==> src/rtl/spw_tx_arbiter_if.sv <==
// rtl/spw_tx_arbiter_if.sv - bundle of requester, time-code and uLight TX signals around the arbiter
//
// Purpose: groups every non-clock/reset signal of spw_tx_arbiter.
//   master modport : the arbiter itself (drives TX core, acks, status)
//   slave modport  : the environment (requesters A/B, time-code source, uLight core)
// Signals:
//   fsm_info[5:0]                                   link FSM state from the uLight core
//   req_a_valid/req_a_data[8:0]/req_a_ack           requester A (bit8=1: control, 0x100 EOP, 0x101 EEP)
//   req_b_valid/req_b_data[8:0]/req_b_ack           requester B
//   tc_valid/tc_data[7:0]/tc_ack                    time-code source
//   data_tx_ready/data_en_to_w/data_tx_to_w[8:0]    data path to the core
//   timec_tx_ready/timec_en_to_tx/timec_tx_to_w[7:0] time-code path to the core
//   owner[1:0], pkt_abort, timeout_evt              status
interface spw_tx_arbiter_if;
    logic [5:0] fsm_info;

    logic       req_a_valid;
    logic [8:0] req_a_data;
    logic       req_a_ack;

    logic       req_b_valid;
    logic [8:0] req_b_data;
    logic       req_b_ack;

    logic       tc_valid;
    logic [7:0] tc_data;
    logic       tc_ack;

    logic       data_tx_ready;
    logic       data_en_to_w;
    logic [8:0] data_tx_to_w;

    logic       timec_tx_ready;
    logic       timec_en_to_tx;
    logic [7:0] timec_tx_to_w;

    logic [1:0] owner;
    logic       pkt_abort;
    logic       timeout_evt;

    modport master (
        input  fsm_info,
        input  req_a_valid, req_a_data,
        output req_a_ack,
        input  req_b_valid, req_b_data,
        output req_b_ack,
        input  tc_valid, tc_data,
        output tc_ack,
        input  data_tx_ready,
        output data_en_to_w, data_tx_to_w,
        input  timec_tx_ready,
        output timec_en_to_tx, timec_tx_to_w,
        output owner, pkt_abort, timeout_evt
    );

    modport slave (
        output fsm_info,
        output req_a_valid, req_a_data,
        input  req_a_ack,
        output req_b_valid, req_b_data,
        input  req_b_ack,
        output tc_valid, tc_data,
        input  tc_ack,
        output data_tx_ready,
        input  data_en_to_w, data_tx_to_w,
        output timec_tx_ready,
        input  timec_en_to_tx, timec_tx_to_w,
        input  owner, pkt_abort, timeout_evt
    );
endinterface

==> src/rtl/spw_tx_arbiter.sv <==
// rtl/spw_tx_arbiter.sv - packet-granular round-robin sharer of one SpaceWire uLight TX port
//
// Purpose: two packet requesters (A, B) and one time-code source share the uLight
//   TX interface. A requester keeps the grant until its EOP/EEP has been handed to
//   the core. Nothing is granted while the link is out of Run. A stalled owner gets
//   an EEP inserted after TIMEOUT_CYC empty cycles; link loss cuts the packet.
// Ports:
//   clk_clk     in   system clock, rising edge
//   reset_reset in   asynchronous active-high reset
//   bus         master modport of spw_tx_arbiter_if (all handshakes and status)
// Parameters:
//   TIMEOUT_CYC idle cycles mid-packet before a forced EEP (>= 2)
//   CNT_W       timeout counter width, must hold TIMEOUT_CYC
//   RUN_BIT     fsm_info bit that is 1 while the link is in Run
module spw_tx_arbiter #(
    parameter int TIMEOUT_CYC = 1024,
    parameter int CNT_W       = 11,
    parameter int RUN_BIT     = 5
) (
    input logic              clk_clk,
    input logic              reset_reset,
    spw_tx_arbiter_if.master bus
);

    localparam logic [1:0] S_IDLE      = 2'd0;
    localparam logic [1:0] S_OWN       = 2'd1;
    localparam logic [1:0] S_FORCE_EEP = 2'd2;

    localparam logic [1:0] OWN_NONE = 2'b00;
    localparam logic [1:0] OWN_A    = 2'b01;
    localparam logic [1:0] OWN_B    = 2'b10;

    localparam logic [8:0] CHAR_EEP = 9'h101;

    // Counter is compared before incrementing, so the force happens on the
    // TIMEOUT_CYC-th consecutive empty cycle.
    localparam logic [CNT_W-1:0] CNT_LAST = CNT_W'(TIMEOUT_CYC - 1);

    logic             run;

    logic [1:0]       state;
    logic [1:0]       owner_q;
    logic             last_b;       // 1 when B was the most recently released owner
    logic             data_en_q;
    logic [8:0]       data_q;
    logic             ack_a_q;
    logic             ack_b_q;
    logic [CNT_W-1:0] idle_cnt;
    logic             pkt_started;  // at least one char of the current packet acked
    logic             tevt_q;
    logic             abort_q;

    logic             tc_en_q;
    logic [7:0]       tc_q;
    logic             tc_ack_q;

    logic             owner_valid;
    logic [8:0]       owner_data;

    assign run = bus.fsm_info[RUN_BIT];

    // Only the current owner's request is ever looked at; the other side
    // waits silently until the next arbitration.
    always_comb begin
        owner_valid = 1'b0;
        owner_data  = 9'h000;
        if (owner_q == OWN_A) begin
            owner_valid = bus.req_a_valid;
            owner_data  = bus.req_a_data;
        end else if (owner_q == OWN_B) begin
            owner_valid = bus.req_b_valid;
            owner_data  = bus.req_b_data;
        end
    end

    // Data path: arbitration, char slot, timeout and link-loss handling.
    always_ff @(posedge clk_clk or posedge reset_reset) begin
        if (reset_reset) begin
            state       <= S_IDLE;
            owner_q     <= OWN_NONE;
            last_b      <= 1'b1;
            data_en_q   <= 1'b0;
            data_q      <= 9'h000;
            ack_a_q     <= 1'b0;
            ack_b_q     <= 1'b0;
            idle_cnt    <= '0;
            pkt_started <= 1'b0;
            tevt_q      <= 1'b0;
            abort_q     <= 1'b0;
        end else begin
            ack_a_q <= 1'b0;
            ack_b_q <= 1'b0;
            tevt_q  <= 1'b0;
            abort_q <= 1'b0;

            case (state)
                S_IDLE: begin
                    // Grant cycle sets the owner only; the first char is
                    // loaded on the following edge.
                    if (run && (bus.req_a_valid || bus.req_b_valid)) begin
                        if (bus.req_a_valid && (!bus.req_b_valid || last_b)) begin
                            owner_q <= OWN_A;
                        end else begin
                            owner_q <= OWN_B;
                        end
                        state       <= S_OWN;
                        idle_cnt    <= '0;
                        pkt_started <= 1'b0;
                    end
                end

                S_OWN: begin
                    if (!run) begin
                        // Link loss: the slot content was already acked, so
                        // it is simply dropped.
                        abort_q   <= pkt_started;
                        data_en_q <= 1'b0;
                        data_q    <= 9'h000;
                        last_b    <= (owner_q == OWN_B);
                        owner_q   <= OWN_NONE;
                        state     <= S_IDLE;
                    end else if (data_en_q) begin
                        if (bus.data_tx_ready) begin
                            data_en_q <= 1'b0;
                            if (data_q[8]) begin
                                last_b  <= (owner_q == OWN_B);
                                owner_q <= OWN_NONE;
                                state   <= S_IDLE;
                            end
                        end
                    end else if (owner_valid) begin
                        data_q      <= owner_data;
                        data_en_q   <= 1'b1;
                        ack_a_q     <= (owner_q == OWN_A);
                        ack_b_q     <= (owner_q == OWN_B);
                        idle_cnt    <= '0;
                        pkt_started <= 1'b1;
                    end else if (idle_cnt == CNT_LAST) begin
                        // Owner stalled too long: terminate its packet with EEP.
                        data_q    <= CHAR_EEP;
                        data_en_q <= 1'b1;
                        tevt_q    <= 1'b1;
                        idle_cnt  <= '0;
                        state     <= S_FORCE_EEP;
                    end else begin
                        idle_cnt <= idle_cnt + CNT_W'(1);
                    end
                end

                S_FORCE_EEP: begin
                    // Owner requests are not sampled here; its later chars
                    // go through a fresh arbitration after release.
                    if (!run) begin
                        abort_q   <= 1'b1;
                        data_en_q <= 1'b0;
                        data_q    <= 9'h000;
                        last_b    <= (owner_q == OWN_B);
                        owner_q   <= OWN_NONE;
                        state     <= S_IDLE;
                    end else if (data_en_q && bus.data_tx_ready) begin
                        data_en_q <= 1'b0;
                        last_b    <= (owner_q == OWN_B);
                        owner_q   <= OWN_NONE;
                        state     <= S_IDLE;
                    end
                end

                default: begin
                    state     <= S_IDLE;
                    owner_q   <= OWN_NONE;
                    data_en_q <= 1'b0;
                end
            endcase
        end
    end

    // Time-code path runs independently of the data arbitration.
    always_ff @(posedge clk_clk or posedge reset_reset) begin
        if (reset_reset) begin
            tc_en_q  <= 1'b0;
            tc_q     <= 8'h00;
            tc_ack_q <= 1'b0;
        end else begin
            tc_ack_q <= 1'b0;
            if (!run) begin
                tc_en_q <= 1'b0;
                tc_q    <= 8'h00;
            end else if (tc_en_q) begin
                if (bus.timec_tx_ready) begin
                    tc_en_q <= 1'b0;
                end
            end else if (bus.tc_valid) begin
                tc_q     <= bus.tc_data;
                tc_en_q  <= 1'b1;
                tc_ack_q <= 1'b1;
            end
        end
    end

    assign bus.req_a_ack      = ack_a_q;
    assign bus.req_b_ack      = ack_b_q;
    assign bus.data_en_to_w   = data_en_q;
    assign bus.data_tx_to_w   = data_q;
    assign bus.owner          = owner_q;
    assign bus.pkt_abort      = abort_q;
    assign bus.timeout_evt    = tevt_q;
    assign bus.tc_ack         = tc_ack_q;
    assign bus.timec_en_to_tx = tc_en_q;
    assign bus.timec_tx_to_w  = tc_q;

endmodule

==> src/flat_wrapper.sv <==
// flat-port wrapper written by rule: the top's interface ports become plain ports
module spw_tx_arbiter_flat 
#(
    parameter int TIMEOUT_CYC = 1024,
    parameter int CNT_W       = 11,
    parameter int RUN_BIT     = 5
)
  (clk_clk, reset_reset, bus_fsm_info, bus_req_a_valid, bus_req_a_data, bus_req_a_ack, bus_req_b_valid, bus_req_b_data, bus_req_b_ack, bus_tc_valid, bus_tc_data, bus_tc_ack, bus_data_tx_ready, bus_data_en_to_w, bus_data_tx_to_w, bus_timec_tx_ready, bus_timec_en_to_tx, bus_timec_tx_to_w, bus_owner, bus_pkt_abort, bus_timeout_evt);
  spw_tx_arbiter_if bus_i ();
  input logic clk_clk;
  input logic reset_reset;
  input wire logic [$bits(bus_i.fsm_info)-1:0] bus_fsm_info;
  input wire logic [$bits(bus_i.req_a_valid)-1:0] bus_req_a_valid;
  input wire logic [$bits(bus_i.req_a_data)-1:0] bus_req_a_data;
  output wire logic [$bits(bus_i.req_a_ack)-1:0] bus_req_a_ack;
  input wire logic [$bits(bus_i.req_b_valid)-1:0] bus_req_b_valid;
  input wire logic [$bits(bus_i.req_b_data)-1:0] bus_req_b_data;
  output wire logic [$bits(bus_i.req_b_ack)-1:0] bus_req_b_ack;
  input wire logic [$bits(bus_i.tc_valid)-1:0] bus_tc_valid;
  input wire logic [$bits(bus_i.tc_data)-1:0] bus_tc_data;
  output wire logic [$bits(bus_i.tc_ack)-1:0] bus_tc_ack;
  input wire logic [$bits(bus_i.data_tx_ready)-1:0] bus_data_tx_ready;
  output wire logic [$bits(bus_i.data_en_to_w)-1:0] bus_data_en_to_w;
  output wire logic [$bits(bus_i.data_tx_to_w)-1:0] bus_data_tx_to_w;
  input wire logic [$bits(bus_i.timec_tx_ready)-1:0] bus_timec_tx_ready;
  output wire logic [$bits(bus_i.timec_en_to_tx)-1:0] bus_timec_en_to_tx;
  output wire logic [$bits(bus_i.timec_tx_to_w)-1:0] bus_timec_tx_to_w;
  output wire logic [$bits(bus_i.owner)-1:0] bus_owner;
  output wire logic [$bits(bus_i.pkt_abort)-1:0] bus_pkt_abort;
  output wire logic [$bits(bus_i.timeout_evt)-1:0] bus_timeout_evt;
  assign bus_i.fsm_info = bus_fsm_info;
  assign bus_i.req_a_valid = bus_req_a_valid;
  assign bus_i.req_a_data = bus_req_a_data;
  assign bus_req_a_ack = bus_i.req_a_ack;
  assign bus_i.req_b_valid = bus_req_b_valid;
  assign bus_i.req_b_data = bus_req_b_data;
  assign bus_req_b_ack = bus_i.req_b_ack;
  assign bus_i.tc_valid = bus_tc_valid;
  assign bus_i.tc_data = bus_tc_data;
  assign bus_tc_ack = bus_i.tc_ack;
  assign bus_i.data_tx_ready = bus_data_tx_ready;
  assign bus_data_en_to_w = bus_i.data_en_to_w;
  assign bus_data_tx_to_w = bus_i.data_tx_to_w;
  assign bus_i.timec_tx_ready = bus_timec_tx_ready;
  assign bus_timec_en_to_tx = bus_i.timec_en_to_tx;
  assign bus_timec_tx_to_w = bus_i.timec_tx_to_w;
  assign bus_owner = bus_i.owner;
  assign bus_pkt_abort = bus_i.pkt_abort;
  assign bus_timeout_evt = bus_i.timeout_evt;
  spw_tx_arbiter #(.TIMEOUT_CYC(TIMEOUT_CYC), .CNT_W(CNT_W), .RUN_BIT(RUN_BIT)) u_core (.clk_clk(clk_clk), .reset_reset(reset_reset), .bus(bus_i));
endmodule
==> config.mk <==
export PLATFORM = sky130hd
export DESIGN_NAME = spw_tx_arbiter_flat
export DESIGN_NICKNAME = d
export VERILOG_FILES = /design/src/rtl/spw_tx_arbiter_if.sv /design/src/rtl/spw_tx_arbiter.sv /design/src/flat_wrapper.sv
export SDC_FILE = /design/constraint.sdc
export NUM_CORES = 1
export LEC_CHECK = 0
export CAP_MARGIN = 5
export CORE_MARGIN = 2
export CORE_UTILIZATION = 47
export DETAILED_ROUTE_END_ITERATION = 8
export MAX_ROUTING_LAYER = met4
export PLACE_DENSITY = 0.79
export SYNTH_ARGS = -nofsm -noshare
export SYNTH_HDL_FRONTEND = slang
export SYNTH_SLANG_ARGS = --single-unit
==> constraint.sdc <==
create_clock -name clk_clk -period 2 [get_ports clk_clk]
set_input_delay 0.4 -clock clk_clk [delete_from_list [all_inputs] [get_ports clk_clk]]
set_output_delay 0.4 -clock clk_clk [all_outputs]
set_load 0.005 [all_outputs]
* Word-level counts from Yosys, hierarchy flattened
Cells that the tools add are included.
** Storage, ports and cells
- Register bits :: 41
- Output and inout port bits :: 26
- Logic and storage cells :: 130
** Cells by class
- Multiplexer cells :: 75
- Reduce and logical (&&, ||, !) cells :: 17
- Bitwise operators :: 1
- Equality and inequality tests :: 22
- Add/sub/neg operators :: 1
** Operators by type and width (count)
- 9-bit two-way mux :: 7
- 11-bit two-way mux :: 5
- 1-bit two-way mux :: 39
- 2-bit two-way mux :: 13
- 8-bit two-way mux :: 3
- 11-bit one-hot mux with 2 select lines :: 1
- 9-bit one-hot mux with 2 select lines :: 1
- 5-bit AND reduction :: 3
- 2-bit one-hot mux with 3 select lines :: 2
- 11-bit by 1-bit adder with 11-bit output, second input constant :: 1
- 11-bit by 10-bit == test with 1-bit output, second input constant :: 1
- 3-bit by 2-bit != test with 1-bit output, second input constant :: 3
- 2-bit != test, second input constant :: 4
- 4-bit by 2-bit != test with 1-bit output, second input constant :: 2
- 4-bit != test, second input constant :: 2
- 4-bit AND reduction :: 2
- 2-bit by 1-bit != test with 1-bit output, second input constant :: 3
- 3-bit != test, second input constant :: 2
- 1-bit one-hot mux with 2 select lines :: 3
- 6-bit AND reduction :: 1
- 2-bit by 1-bit == test with 1-bit output, second input constant :: 2
- 2-bit == test, second input constant :: 2
- 4-bit by 3-bit != test with 1-bit output, second input constant :: 1
- 2-bit AND reduction :: 2
- 7 further kinds :: 11

* Longest topological paths before layout
- Depth after elaboration :: 7
- Depth in mapped cells :: 8
- Depth with buffers taken out :: 7

* Least setup slack after synthesis
Ideal clock, no wire load.
- Kind :: register to register
- From :: register u_core.state[0]
- To :: register u_core.idle_cnt[7]
- Arrival :: 1.661 ns
- Stages on the path, launching flop included :: 8
- Slack :: 0.218 ns
- Library setup time :: 0.121 ns
- Path buffers :: 1
- Cell sequence :: dfrtp_1 -> inv_1 -> ha_1 -> clkbuf_1 -> nor2_1 -> a211o_1 -> a21o_2 -> a22o_1
** Between the ends
- Longest elaborated chain between the ends :: 3
- Elaborated cells on any way between the ends :: 8
- Those cells by class :: eq/ne: 4; mux: 1; reduce/logical: 3
** RTL lines
- from (decl) :: line spw_tx_arbiter.sv:41 : logic [1:0] state;
- from (signal assigned) :: line spw_tx_arbiter.sv:79 : state <= S_IDLE;
- from (signal assigned) :: line spw_tx_arbiter.sv:106 : state <= S_OWN;
- from (signal assigned) :: line spw_tx_arbiter.sv:121 : state <= S_IDLE;
- 2-bit by 1-bit == test with 1-bit output / 2-bit zero test (equally long branches) :: line spw_tx_arbiter.sv:96 : case (state)
- 2-bit != test (no source line) (tied with other cells)
- 4-bit AND reduction (no source line)
- to (signal assigned) :: line spw_tx_arbiter.sv:146 : idle_cnt <= idle_cnt + CNT_W'(1);
- to (decl) :: line spw_tx_arbiter.sv:48 : logic [CNT_W-1:0] idle_cnt;
Several ways; a longest one is shown, not always the timed one.
A chain may end at the register's enable or synchronous reset.

* Worst setup path after layout
- From :: register u_core.idle_cnt[0]
- To :: register u_core.data_q[6] (netlist: u_core.bus.data_tx_to_w[6])
** Between the ends
- Longest elaborated chain between the ends :: 3
** RTL lines
- 11-bit by 10-bit == test with 1-bit output :: line spw_tx_arbiter.sv:138 : end else if (idle_cnt == CNT_LAST) begin
- 4-bit by 2-bit != test with 1-bit output (no source line)
- 4-bit AND reduction (no source line)
- to (signal assigned) :: line spw_tx_arbiter.sv:132 : data_q <= owner_data;
- to (decl) :: line spw_tx_arbiter.sv:45 : logic [8:0] data_q;
No other way between the ends.

==> out/summary.json <==
{
  "power.sequential.fraction": {"value": 0.313},
  "cts_tree": {"value": "built"},
  "hold_path_class": {"value": "primary input to async pin"},
  "clock_insertion_delay_worst_skew": {"value": 300, "unit": "ps"},
  "synth-seq-area-share": {"value": 0.479},
  "pwr-share-comb": {"value": 0.456},
  "peakVddDrop": {"value": 0.949, "unit": "mV"},
  "post-synth-top-count-cell": {"value": "dfrtp_1"},
  "grt_overflow_total": {"value": 0},
  "run_status": {"value": "finished clean"},
  "synthTopCellsByCount": {"value": "dfrtp_1 (40), nand2_1 (37), a22o_1 (20)"},
  "detailedPlace.worstSlack": {"value": -92.3, "unit": "ps"},
  "cts_made_buffers": {"value": 5},
  "via_count": {"value": 2022},
  "gr-usage-all-layers": {"value": 0.230},
  "clk_pin_slew": {"value": 90, "unit": "ps"},
  "synth.lib_cells_used.distinct": {"value": 50},
  "coreArea": {"value": 4380, "unit": "um2"},
  "finalHoldViolCount": {"value": 0},
  "layoutNonFillerInstCount": {"value": 357},
  "detail_route.first_pass.iterations": {"value": 4},
  "drive_gt1_frac": {"value": 0.197},
  "postRouteWirelength": {"value": 5450, "unit": "um"},
  "worst-endpoint-arrival": {"value": 2100, "unit": "ps"},
  "worst_slew_margin_rel": {"value": 0.627},
  "clock-skew-final": {"value": 5.63, "unit": "ps"},
  "die_y": {"value": 71.5, "unit": "um"},
  "reg2reg_slack": {"value": 90, "unit": "ps"},
  "crit_path_start": {"value": "u_core.idle_cnt[0]"},
  "switching_power": {"value": 1.21, "unit": "mW"},
  "clockRootBuffer": {"value": "clkbuf_8"},
  "overall_die_area": {"value": 5120, "unit": "um2"},
  "synthesis_to_layout_area_growth": {"value": 46.4, "unit": "%"},
  "synth_top_cells_by_area": {"value": "dfrtp_1 (47%), a22o_1 (8.2%), nand2_1 (6.5%)"},
  "synthFlopType": {"value": "dfrtp_1"},
  "wire_length_of_the_first_global_routing_pass": {"value": 9100, "unit": "um"},
  "cts-htree-levels": {"value": 2},
  "worst-endpoint-required": {"value": 2190, "unit": "ps"},
  "worst_setup_path_end_kind": {"value": "register"},
  "async_reset_ff_frac": {"value": 1.00},
  "synthDominantCellAreaShare": {"value": 0.467},
  "final_setup_violating_endpoints": {"value": 0},
  "power_per_cell_area": {"value": 1130, "unit": "nW/um2"},
  "multi_input_comb_area": {"value": 1060, "unit": "um2"},
  "netSwitchingFraction": {"value": 0.343},
  "syn_nets": {"value": 262},
  "critPathMaxFanout": {"value": 8},
  "max-cap-violations": {"value": 0},
  "ys_seq_elements": {"value": 41},
  "timing.final.max_slew_violations": {"value": 0},
  "clock_tree.buffer_depth": {"value": 2},
  "first_global_vias": {"value": 2043},
  "synth_area_leader_cell": {"value": "dfrtp_1"},
  "met1_usage": {"value": 0.285},
  "port_buffers": {"value": 59},
  "synthesis.area": {"value": 2140, "unit": "um2"},
  "ctsHoldBuffers": {"value": 0},
  "avgRoutedWirePerCell": {"value": 15.3, "unit": "um"},
  "setup_repair_after_global_routing_missed_its_margin": {"value": "no"},
  "crit_type": {"value": "register to register"},
  "cts_sinks": {"value": 41},
  "synthesis.area_per_instance": {"value": 9.83, "unit": "um2"},
  "nets": {"value": 348},
  "fp.dieW": {"value": 71.5, "unit": "um"},
  "final_ws_setup": {"value": 91.2, "unit": "ps"},
  "antenna_found_initial": {"value": 0},
  "drtIter0Drc": {"value": 98},
  "hold-worst-slack": {"value": 435, "unit": "ps"},
  "grt_start_max_net_pins": {"value": 28},
  "rows": {"value": 24},
  "drt_drc_violations_left": {"value": 0},
  "grt-busiest-layer": {"value": "met2"},
  "fillCellCount": {"value": 325},
  "seqCellArea": {"value": 1030, "unit": "um2"},
  "detailed_place_hpwl": {"value": 4050, "unit": "um"},
  "pin_count": {"value": 65},
  "period_minus_slack": {"value": 1910, "unit": "ps"},
  "layout_worst_path_cycle_share": {"value": 0.954},
  "synth-warning-count": {"value": 0},
  "placed_cells_incl_taps": {"value": 347},
  "worstSetupStartpointType": {"value": "register"},
  "routed_via_density": {"value": 5.66},
  "p_leak": {"value": 1.38, "unit": "nW"},
  "antennaDiodeCount": {"value": 0},
  "start_util": {"value": 0.489},
  "power_frac_clock": {"value": 0.231},
  "regToRegStartpoint": {"value": "u_core.idle_cnt[0]"},
  "place.gp.congestion": {"value": 0.972},
  "synth_edf_count": {"value": 0},
  "timing.fmax": {"value": 0.524, "unit": "GHz"},
  "tightestPinTransition": {"value": 554, "unit": "ps"},
  "use_met2": {"value": 0.396},
  "cells_on_worst_reg2reg_path": {"value": 8},
  "synth_cells": {"value": 218},
  "grt.met3_usage": {"value": 0.0478},
  "cell_internal_pwr": {"value": 2.32, "unit": "mW"},
  "antenna_violating_nets_post_route": {"value": 0}
}
[final cells by class]
cell class	count	area share
clock inverters	3	0.0219
flip-flops and latches	41	0.327
well taps	52	0.0207
inverters	5	0.00598
multi-input cells	163	0.337
clock buffers	5	0.0219
repair buffers	88	0.266
[final timing paths]
kind,end
setup / recovery,u_core.bus.data_tx_to_w[6]
hold / removal,u_core.bus.data_en_to_w
setup reg to reg,u_core.bus.data_tx_to_w[6]
hold reg to reg,u_core.bus.data_tx_to_w[7]
max in group asynchronous,u_core.bus.data_tx_to_w[1]
min in group clk_clk,u_core.bus.data_tx_to_w[7]
[cells in the final DEF (no fill, tap or decap), types with 2 or more instances in the layout]
cell type	n
clkdlybuf4s50_1	59
dfrtp_1	40
nand2_1	37
buf_4	27
a22o_1	20
nor2_1	15
a21oi_1	13
nor3_1	10
o21ai_0	7
nand3_1	6
inv_1	5
o21ai_1	5
clkbuf_8	5
ha_1	4
nor2b_1	3
a31oi_1	3
nand2b_1	3
a21o_2	3
mux2_2	3
and3_1	2
bufinv_16	2
buf_12	2
[registers in the layout, indices dropped and copies added (netlist names)]
name / flops
u_core.bus.req_b_ack: 1
u_core.bus.timec_en_to_tx: 1
u_core.bus.owner: 2
u_core.bus.pkt_abort: 1
u_core.pkt_started: 1
u_core.bus.tc_ack: 1
u_core.bus.req_a_ack: 1
u_core.last_b: 1
u_core.bus.timeout_evt: 1
u_core.state: 2
u_core.idle_cnt: 11
u_core.bus.data_tx_to_w: 9
u_core.bus.data_en_to_w: 1
u_core.bus.timec_tx_to_w: 8
[worst max-delay path: stages (launching register included)]
cell	delay (ps)
dfrtp_1	360
ha_1	190
nand4_1	160
nor4_4	220
buf_4	180
nor3_2	40
buf_4	170
a21o_4	250
a22o_1	240
[power by group through the flow]
stage	combinational, mW	clock (mW)	sequential (mW)
final	1.61	0.817	1.11
after global routing	1.74	0.851	1.12
after CTS	1.58	0.822	1.11
after detailed placement	1.56	0	1.12
after global placement	1.53	0	1.12
after floorplan	0.877	0	1.10
[per-stage QoR]
step	power [mW]	area (um2)	TNS, ps	utilization
6_report	3.53	3140	0	0.716
5_1_grt	3.71	3140	0	0.716
4_1_cts	3.51	3120	0	0.712
3_5_place_dp	2.68	2980	-961	0.680
3_3_place_gp	2.64	2980	-293	0.680
2_1_floorplan	1.98	2140	0	-
[metal layers]
metal	wire length [um]	part of all wire
met4	87	0.016
met1	2330	0.43
met5	0	0
met3	304	0.056
met2	2730	0.50
[logic make-up (layout without fill, tap and decap cells)]
| kind of cell | count (synthesis) | in the layout | synth area share |
|---|---|---|---|
| compound gates | 65 | 65 | 0.228 |
| fa+ha+maj | 5 | 5 | 0.0292 |
| mux | 4 | 4 | 0.0210 |
| simple gates | 89 | 89 | 0.214 |
| buf+inv | 14 | 101 | 0.0292 |
| flops | 41 | 41 | 0.479 |
[timing repair]
item                       CTS  global route
gates resized for setup      0             2
setup buffers                0             2
setup endpoints to repair    0            20
Note: power is estimated with default switching activity, not from simulation.
